[src/rtl/slc_run_sequencer.sv]
// slc_run_sequencer: one-shot Reset -> S setup -> Run -> N x Continue button sequencer for SLC-3.
// Define SEQ_HANDSHAKE_EN to end each GAP on pause_seen, with a GAP watchdog driving err.
module slc_run_sequencer #(
  parameter int DATA_W    = 16,
  parameter int CNT_W     = 8,
  parameter int PULSE_CYC = 5,
  parameter int SETUP_CYC = 50,
  parameter int GAP_CYC   = 25
) (
  input  logic              Clk,
  input  logic              Reset,
  input  logic              start,
  input  logic              abort,
  input  logic [DATA_W-1:0] start_addr,
  input  logic [DATA_W-1:0] next_sw,
  input  logic [CNT_W-1:0]  n_cont,
  input  logic              pause_seen,
  output logic              cpu_reset_n,
  output logic              run_n,
  output logic              continue_n,
  output logic [DATA_W-1:0] S,
  output logic              busy,
  output logic              done,
  output logic              err
);

`ifdef SEQ_HANDSHAKE_EN
  localparam int WD_CYC = 16 * GAP_CYC;
  localparam int MAX_A  = (WD_CYC > SETUP_CYC) ? WD_CYC : SETUP_CYC;
`else
  localparam int MAX_A  = (GAP_CYC > SETUP_CYC) ? GAP_CYC : SETUP_CYC;
`endif
  localparam int MAX_CYC = (MAX_A > PULSE_CYC) ? MAX_A : PULSE_CYC;
  localparam int TW      = $clog2(MAX_CYC + 1);

  localparam logic [TW-1:0] PULSE_LD = TW'(PULSE_CYC - 1);
  localparam logic [TW-1:0] SETUP_LD = TW'(SETUP_CYC - 1);
`ifdef SEQ_HANDSHAKE_EN
  // In handshake mode the GAP timer doubles as the watchdog.
  localparam logic [TW-1:0] GAP_LD   = TW'(WD_CYC - 1);
`else
  localparam logic [TW-1:0] GAP_LD   = TW'(GAP_CYC - 1);
`endif

  typedef enum logic [2:0] {
    ST_IDLE,
    ST_RST,
    ST_SETUP,
    ST_RUN,
    ST_GAP,
    ST_CONT,
    ST_DONE
  } state_t;

  state_t            state_q, state_d;
  logic [TW-1:0]     tmr_q, tmr_d;
  logic [CNT_W-1:0]  cont_q, cont_d;
  logic [CNT_W-1:0]  n_cont_q, n_cont_d;
  logic [DATA_W-1:0] addr_q, addr_d;
  logic [DATA_W-1:0] nsw_q, nsw_d;
  logic [DATA_W-1:0] s_q, s_d;
  logic              cpu_reset_n_q, cpu_reset_n_d;
  logic              run_n_q, run_n_d;
  logic              continue_n_q, continue_n_d;
  logic              busy_q, busy_d;
  logic              done_q, done_d;
`ifdef SEQ_HANDSHAKE_EN
  logic              err_q, err_d;
`else
  logic              unused_pause_seen;
  assign unused_pause_seen = pause_seen;
`endif

  logic             tmr_zero;
  logic [CNT_W-1:0] cont_inc;

  assign tmr_zero = (tmr_q == '0);
  assign cont_inc = cont_q + CNT_W'(1);

  always_comb begin
    state_d       = state_q;
    tmr_d         = tmr_zero ? tmr_q : tmr_q - TW'(1);
    cont_d        = cont_q;
    n_cont_d      = n_cont_q;
    addr_d        = addr_q;
    nsw_d         = nsw_q;
    s_d           = s_q;
    cpu_reset_n_d = cpu_reset_n_q;
    run_n_d       = run_n_q;
    continue_n_d  = continue_n_q;
    busy_d        = busy_q;
    done_d        = 1'b0;
`ifdef SEQ_HANDSHAKE_EN
    err_d         = err_q;
`endif

    unique case (state_q)
      ST_IDLE: begin
        if (start && !abort) begin
          state_d       = ST_RST;
          tmr_d         = PULSE_LD;
          cont_d        = '0;
          n_cont_d      = n_cont;
          addr_d        = start_addr;
          nsw_d         = next_sw;
          cpu_reset_n_d = 1'b0;
          busy_d        = 1'b1;
`ifdef SEQ_HANDSHAKE_EN
          err_d         = 1'b0;
`endif
        end
      end
      ST_RST: begin
        if (tmr_zero) begin
          state_d       = ST_SETUP;
          tmr_d         = SETUP_LD;
          cpu_reset_n_d = 1'b1;
          s_d           = addr_q;
        end
      end
      ST_SETUP: begin
        if (tmr_zero) begin
          state_d = ST_RUN;
          tmr_d   = PULSE_LD;
          run_n_d = 1'b0;
        end
      end
      ST_RUN: begin
        if (tmr_zero) begin
          run_n_d = 1'b1;
          if (n_cont_q == '0) begin
            state_d = ST_DONE;
            done_d  = 1'b1;
          end else begin
            state_d = ST_GAP;
            tmr_d   = GAP_LD;
          end
        end
      end
      ST_GAP: begin
`ifdef SEQ_HANDSHAKE_EN
        if (pause_seen) begin
          state_d      = ST_CONT;
          tmr_d        = PULSE_LD;
          continue_n_d = 1'b0;
        end else if (tmr_zero) begin
          state_d = ST_IDLE;
          busy_d  = 1'b0;
          err_d   = 1'b1;
        end
`else
        if (tmr_zero) begin
          state_d      = ST_CONT;
          tmr_d        = PULSE_LD;
          continue_n_d = 1'b0;
        end
`endif
      end
      ST_CONT: begin
        if (tmr_zero) begin
          continue_n_d = 1'b1;
          cont_d       = cont_inc;
          // S switches to the program's input value once the first Continue is released.
          if (cont_q == '0) s_d = nsw_q;
          if (cont_inc == n_cont_q) begin
            state_d = ST_DONE;
            done_d  = 1'b1;
          end else begin
            state_d = ST_GAP;
            tmr_d   = GAP_LD;
          end
        end
      end
      ST_DONE: begin
        state_d = ST_IDLE;
        busy_d  = 1'b0;
      end
      default: begin
        state_d = ST_IDLE;
        busy_d  = 1'b0;
      end
    endcase

    // Abort releases every button but leaves S where it was.
    if (abort && (state_q != ST_IDLE)) begin
      state_d       = ST_IDLE;
      cpu_reset_n_d = 1'b1;
      run_n_d       = 1'b1;
      continue_n_d  = 1'b1;
      busy_d        = 1'b0;
      done_d        = 1'b0;
    end
  end

  always_ff @(posedge Clk or posedge Reset) begin
    if (Reset) begin
      state_q       <= ST_IDLE;
      tmr_q         <= '0;
      cont_q        <= '0;
      n_cont_q      <= '0;
      addr_q        <= '0;
      nsw_q         <= '0;
      s_q           <= '0;
      cpu_reset_n_q <= 1'b1;
      run_n_q       <= 1'b1;
      continue_n_q  <= 1'b1;
      busy_q        <= 1'b0;
      done_q        <= 1'b0;
`ifdef SEQ_HANDSHAKE_EN
      err_q         <= 1'b0;
`endif
    end else begin
      state_q       <= state_d;
      tmr_q         <= tmr_d;
      cont_q        <= cont_d;
      n_cont_q      <= n_cont_d;
      addr_q        <= addr_d;
      nsw_q         <= nsw_d;
      s_q           <= s_d;
      cpu_reset_n_q <= cpu_reset_n_d;
      run_n_q       <= run_n_d;
      continue_n_q  <= continue_n_d;
      busy_q        <= busy_d;
      done_q        <= done_d;
`ifdef SEQ_HANDSHAKE_EN
      err_q         <= err_d;
`endif
    end
  end

  assign cpu_reset_n = cpu_reset_n_q;
  assign run_n       = run_n_q;
  assign continue_n  = continue_n_q;
  assign S           = s_q;
  assign busy        = busy_q;
  assign done        = done_q;
`ifdef SEQ_HANDSHAKE_EN
  assign err         = err_q;
`else
  assign err         = 1'b0;
`endif

endmodule

[config.mk]
export PLATFORM = sky130hd
export DESIGN_NAME = slc_run_sequencer
export DESIGN_NICKNAME = d
export VERILOG_FILES = /design/src/rtl/slc_run_sequencer.sv
export SDC_FILE = /design/constraint.sdc
export NUM_CORES = 1
export LEC_CHECK = 0
export BUFFER_PORTS_ARGS = -buffer_cell sky130_fd_sc_hd__buf_4
export CORE_UTILIZATION = 35
export DETAILED_ROUTE_END_ITERATION = 7
export HOLD_SLACK_MARGIN = 0.15
export PLACE_DENSITY_LB_ADDON = 0.05
export SLEW_MARGIN = 25
export SYNTH_ARGS = -nofsm -noshare
export SYNTH_HDL_FRONTEND = slang
export SYNTH_SLANG_ARGS = --single-unit
[constraint.sdc]
create_clock -name Clk -period 5.8 [get_ports Clk]
set_clock_uncertainty 0.05 [all_clocks]
set_input_delay 1.45 -clock Clk [delete_from_list [all_inputs] [get_ports Clk]]
set_output_delay 1.45 -clock Clk [all_outputs]
set_load 0.005 [all_outputs]
==> impl_metrics.csv <==
group,metric,value,unit
floorplanning,io_pins,67,
pwr,finalPower,0.00201,W
synth,synthSimpleGateAreaFrac,14.1,%
synth,synth_warnings,0,
synth,netlist_area,4020,µm²
clock_network,clockBufferDepth,2,
timing,tns,0,ns
synth,avgSynthCellArea,11.0,µm²
clock_network,root_buffer,"clkbuf_16",
place,placed_area,4570,µm²
worst_setup_path,crit_path_max_fanout,28,
floorplanning,core,11000,µm²
layout,drive_above_1_share,35.8,%
grt,grt_pass1_wl,14.7,mm
worst_setup_path,arrival,3.41,ns
synth,synth_async_sr_flop_share,100,%
routing,drt_iter0_markers,89,
synth,synth_mux_area_share,15.2,%
floorplanning,die_h,109,µm
layout,fillCellCount,1103,
routing,vias_per_cell,5.15,
synth,synth_seq_area_share,48.6,%
worst_setup_path,endpoint_kind,"register",
layout,seqCellArea,1960,µm²
timing,hold_violations,0,
routing,post-route-drc-count,0,
synth,synthAdderAreaFrac,1.87,%
clock_network,cts_buffers,9,
timing,min_period_over_period,56.3,%
synth,synth_top_cell_by_area,"dfrtp_1",
grt,overflow,0,
worst_setup_path,path_class,"input port to register",
synth,synth_area_leaders,"dfrtp_1 47%, mux2_2 11%, mux2i_1 4.0%",
timing,finalSetupViolations,0,
status,outcome,"completed",
routing,vias,2920,
layout,multi_input_area,1900,µm²
grt,grt_pass1_vias,2969,
routing,routedWlPerCell,15.4,µm
layout,final_area,4910,µm²
synth,synth_nets,418,
clock_network,ctsResizeCount,0,
timing,tightest_slew,0.887,ns
pwr,p_per_area,410,nW/µm²
place,portBuffers,64,
timing,rsz0062_at_grt,"no",
min_path,holdCritPathClass,"register to register",
grt,antenna_found_initial,0,
grt,grt_max_degree,51,
clock_network,hold_buffers,0,
floorplanning,die_w,109,µm
routing,drt_pre_antenna_iters,4,
timing,whs,0.424,ns
timing,fmax,306,MHz
clock_network,cts_setup_buffers,0,
synth,synth_xor_area_share,2.61,%
layout,n_antenna_cell,0,
place,dp_hpwl,5.89,mm
synth,yosys_register_bits,78,
pwr,ir_drop,0.193,mV
synth,synth_top_area_share,46.7,%
floorplanning,num_rows,38,
synth,synth_compound_area_share,13.3,%
grt,grt_use_total,16.4,%
clock_network,cts_htree_levels,3,
timing,final_max_slew_viol_count,0,
pwr,static-leakage-power,2.16,nW
synth,synth_top_family_by_area,"multiplexers",
clock_network,clk_pin_slew,0.06,ns
place,gp_congestion,0.761,
layout,area_growth,22.1,%
synth,ys.flop_type,"dfrtp_1",
timing,period_needed,3.26,ns
routing,routed_wl,8.75,mm
clock_network,cts.sinks,78,
worst_setup_path,start_kind,"input port",
timing,relSlewSlack,40.9,%
worst_setup_path,cp_data_required_time,5.94,ns
synth,synthDistinctLibCells,57,
synth,synth_cells,367,
clock_network,clk_latency,0.33,ns
worst_setup_path,rrSetupSlack,2.89,ns
floorplanning,start_util,36.4,%
clock_network,cts_tree,"yes",
layout,nets,474,
routing,detail-route-antenna-nets,0,
flow_run,max_cap_violations,0,
synth,synth-edff-count,0,
floorplanning,die_area,11900,µm²
==> through the flow <==
| stage | std cells | setup WS [ns] | util (%) |
|---|---|---|---|
| 3_3_place_gp | 552 | 2.16 | 41.4 |
| 3_5_place_dp | 552 | 2.16 | 41.4 |
| 6_report | 567 | 2.54 | 44.5 |
| 4_1_cts | 567 | 2.51 | 44.5 |
| 2_1_floorplan | 367 | 2.31 | - |
| 5_1_grt | 567 | 2.33 | 44.5 |
==> registers in the layout, indices dropped and copies added (netlist names) <==
name         flops
addr_q          16
run_n            1
S               16
tmr_q            6
state_q          3
cont_q           8
busy             1
nsw_q           16
continue_n       1
done             1
n_cont_q         8
cpu_reset_n      1
==> cells in the mapped netlist, types with 2 or more instances <==
cell	n
a21o_1	3
a21oi_1	11
a22oi_1	3
a31oi_1	6
and3_1	2
and3b_1	2
buf_2	10
buf_4	2
buf_6	4
clkbuf_1	4
dfrtp_1	75
dfstp_2	3
ha_1	6
inv_1	8
mux2_2	40
mux2i_1	16
nand2_1	34
nand2b_1	4
nand3_1	10
nand4_1	3
nor2_1	18
nor2b_1	7
nor3_1	9
nor3b_1	2
nor4_1	2
nor4b_1	2
o21a_1	2
o21ai_0	19
o21ai_1	4
o21ai_2	14
o31ai_1	3
o41ai_1	3
or3_1	2
xnor2_1	3
xor2_1	9
==> layout make-up <==
type                            count  area share, %
Tap cell                          140           3.57
Sequential cell                    78           39.9
Multi-Input combinational cell    258           38.8
Inverter                            9          0.714
Timing Repair Buffer               67           10.2
Clock inverter                      6           2.27
Clock buffer                        9           4.59
==> worst paths after layout <==
path                            start   endpoint  cells past startpoint
setup / recovery                abort  cont_q[4]                      6
hold / removal                   S[0]       S[0]                      2
setup reg to reg           state_q[2]  cont_q[4]                      6
hold reg to reg                  S[0]       S[0]                      2
max in group asynchronous       Reset  addr_q[8]                      3
min in group asynchronous       Reset       busy                      2
==> cell families after synthesis <==
| group | count (synthesis) |
|---|---|
| XOR/XNOR | 12 |
| buffers and inverters | 31 |
| AO/OA/AOI/OAI | 76 |
| adder cells (fa/ha/maj) | 6 |
| flip-flops | 78 |
| multiplexers | 56 |
| AND/OR/NAND/NOR | 107 |
| other | 1 |
==> report_power, final <==
group	total [W]	internal [W]	switching, W
combinational	0.000549	0.000294	0.000255
sequential	0.000819	0.000710	0.000109
clock	0.000642	0.000418	0.000224
total	0.00201	0.00142	0.000588
==> layer usage <==
| metal | wire length, µm | GRT usage, % | up-vias | share of wire [%] |
|---|---|---|---|---|
| met5 | 0 | 0 | - | 0 |
| met4 | 127 | 6.57 | 0 | 1.5 |
| met3 | 362 | 4.54 | 10 | 4.1 |
| met2 | 4180 | 25.7 | 58 | 48 |
| met1 | 4080 | 21.4 | 1428 | 47 |
| li1 | - | - | 1424 | - |
==> critical path: stages <==
cell and delay, ns:
buf_4 0.16, nor2b_1 0.30, nand3_2 0.67, and2_0 0.50, o21ai_0 0.23, o31ai_1 0.09
==> cells in the final DEF, fill, tap and decap left out, types with 4 or more instances in the layout <==
cell type / count
a21oi_1: 11
a31oi_1: 6
buf_4: 67
clkbuf_16: 9
dfrtp_1: 75
ha_1: 6
inv_1: 7
mux2_2: 40
mux2i_1: 16
nand2_1: 34
nand2b_1: 4
nand3_1: 9
nor2_1: 18
nor2b_1: 7
nor3_1: 9
o21ai_0: 19
o21ai_1: 4
o21ai_2: 14
xor2_1: 9
(Power assumes the default switching activity.)
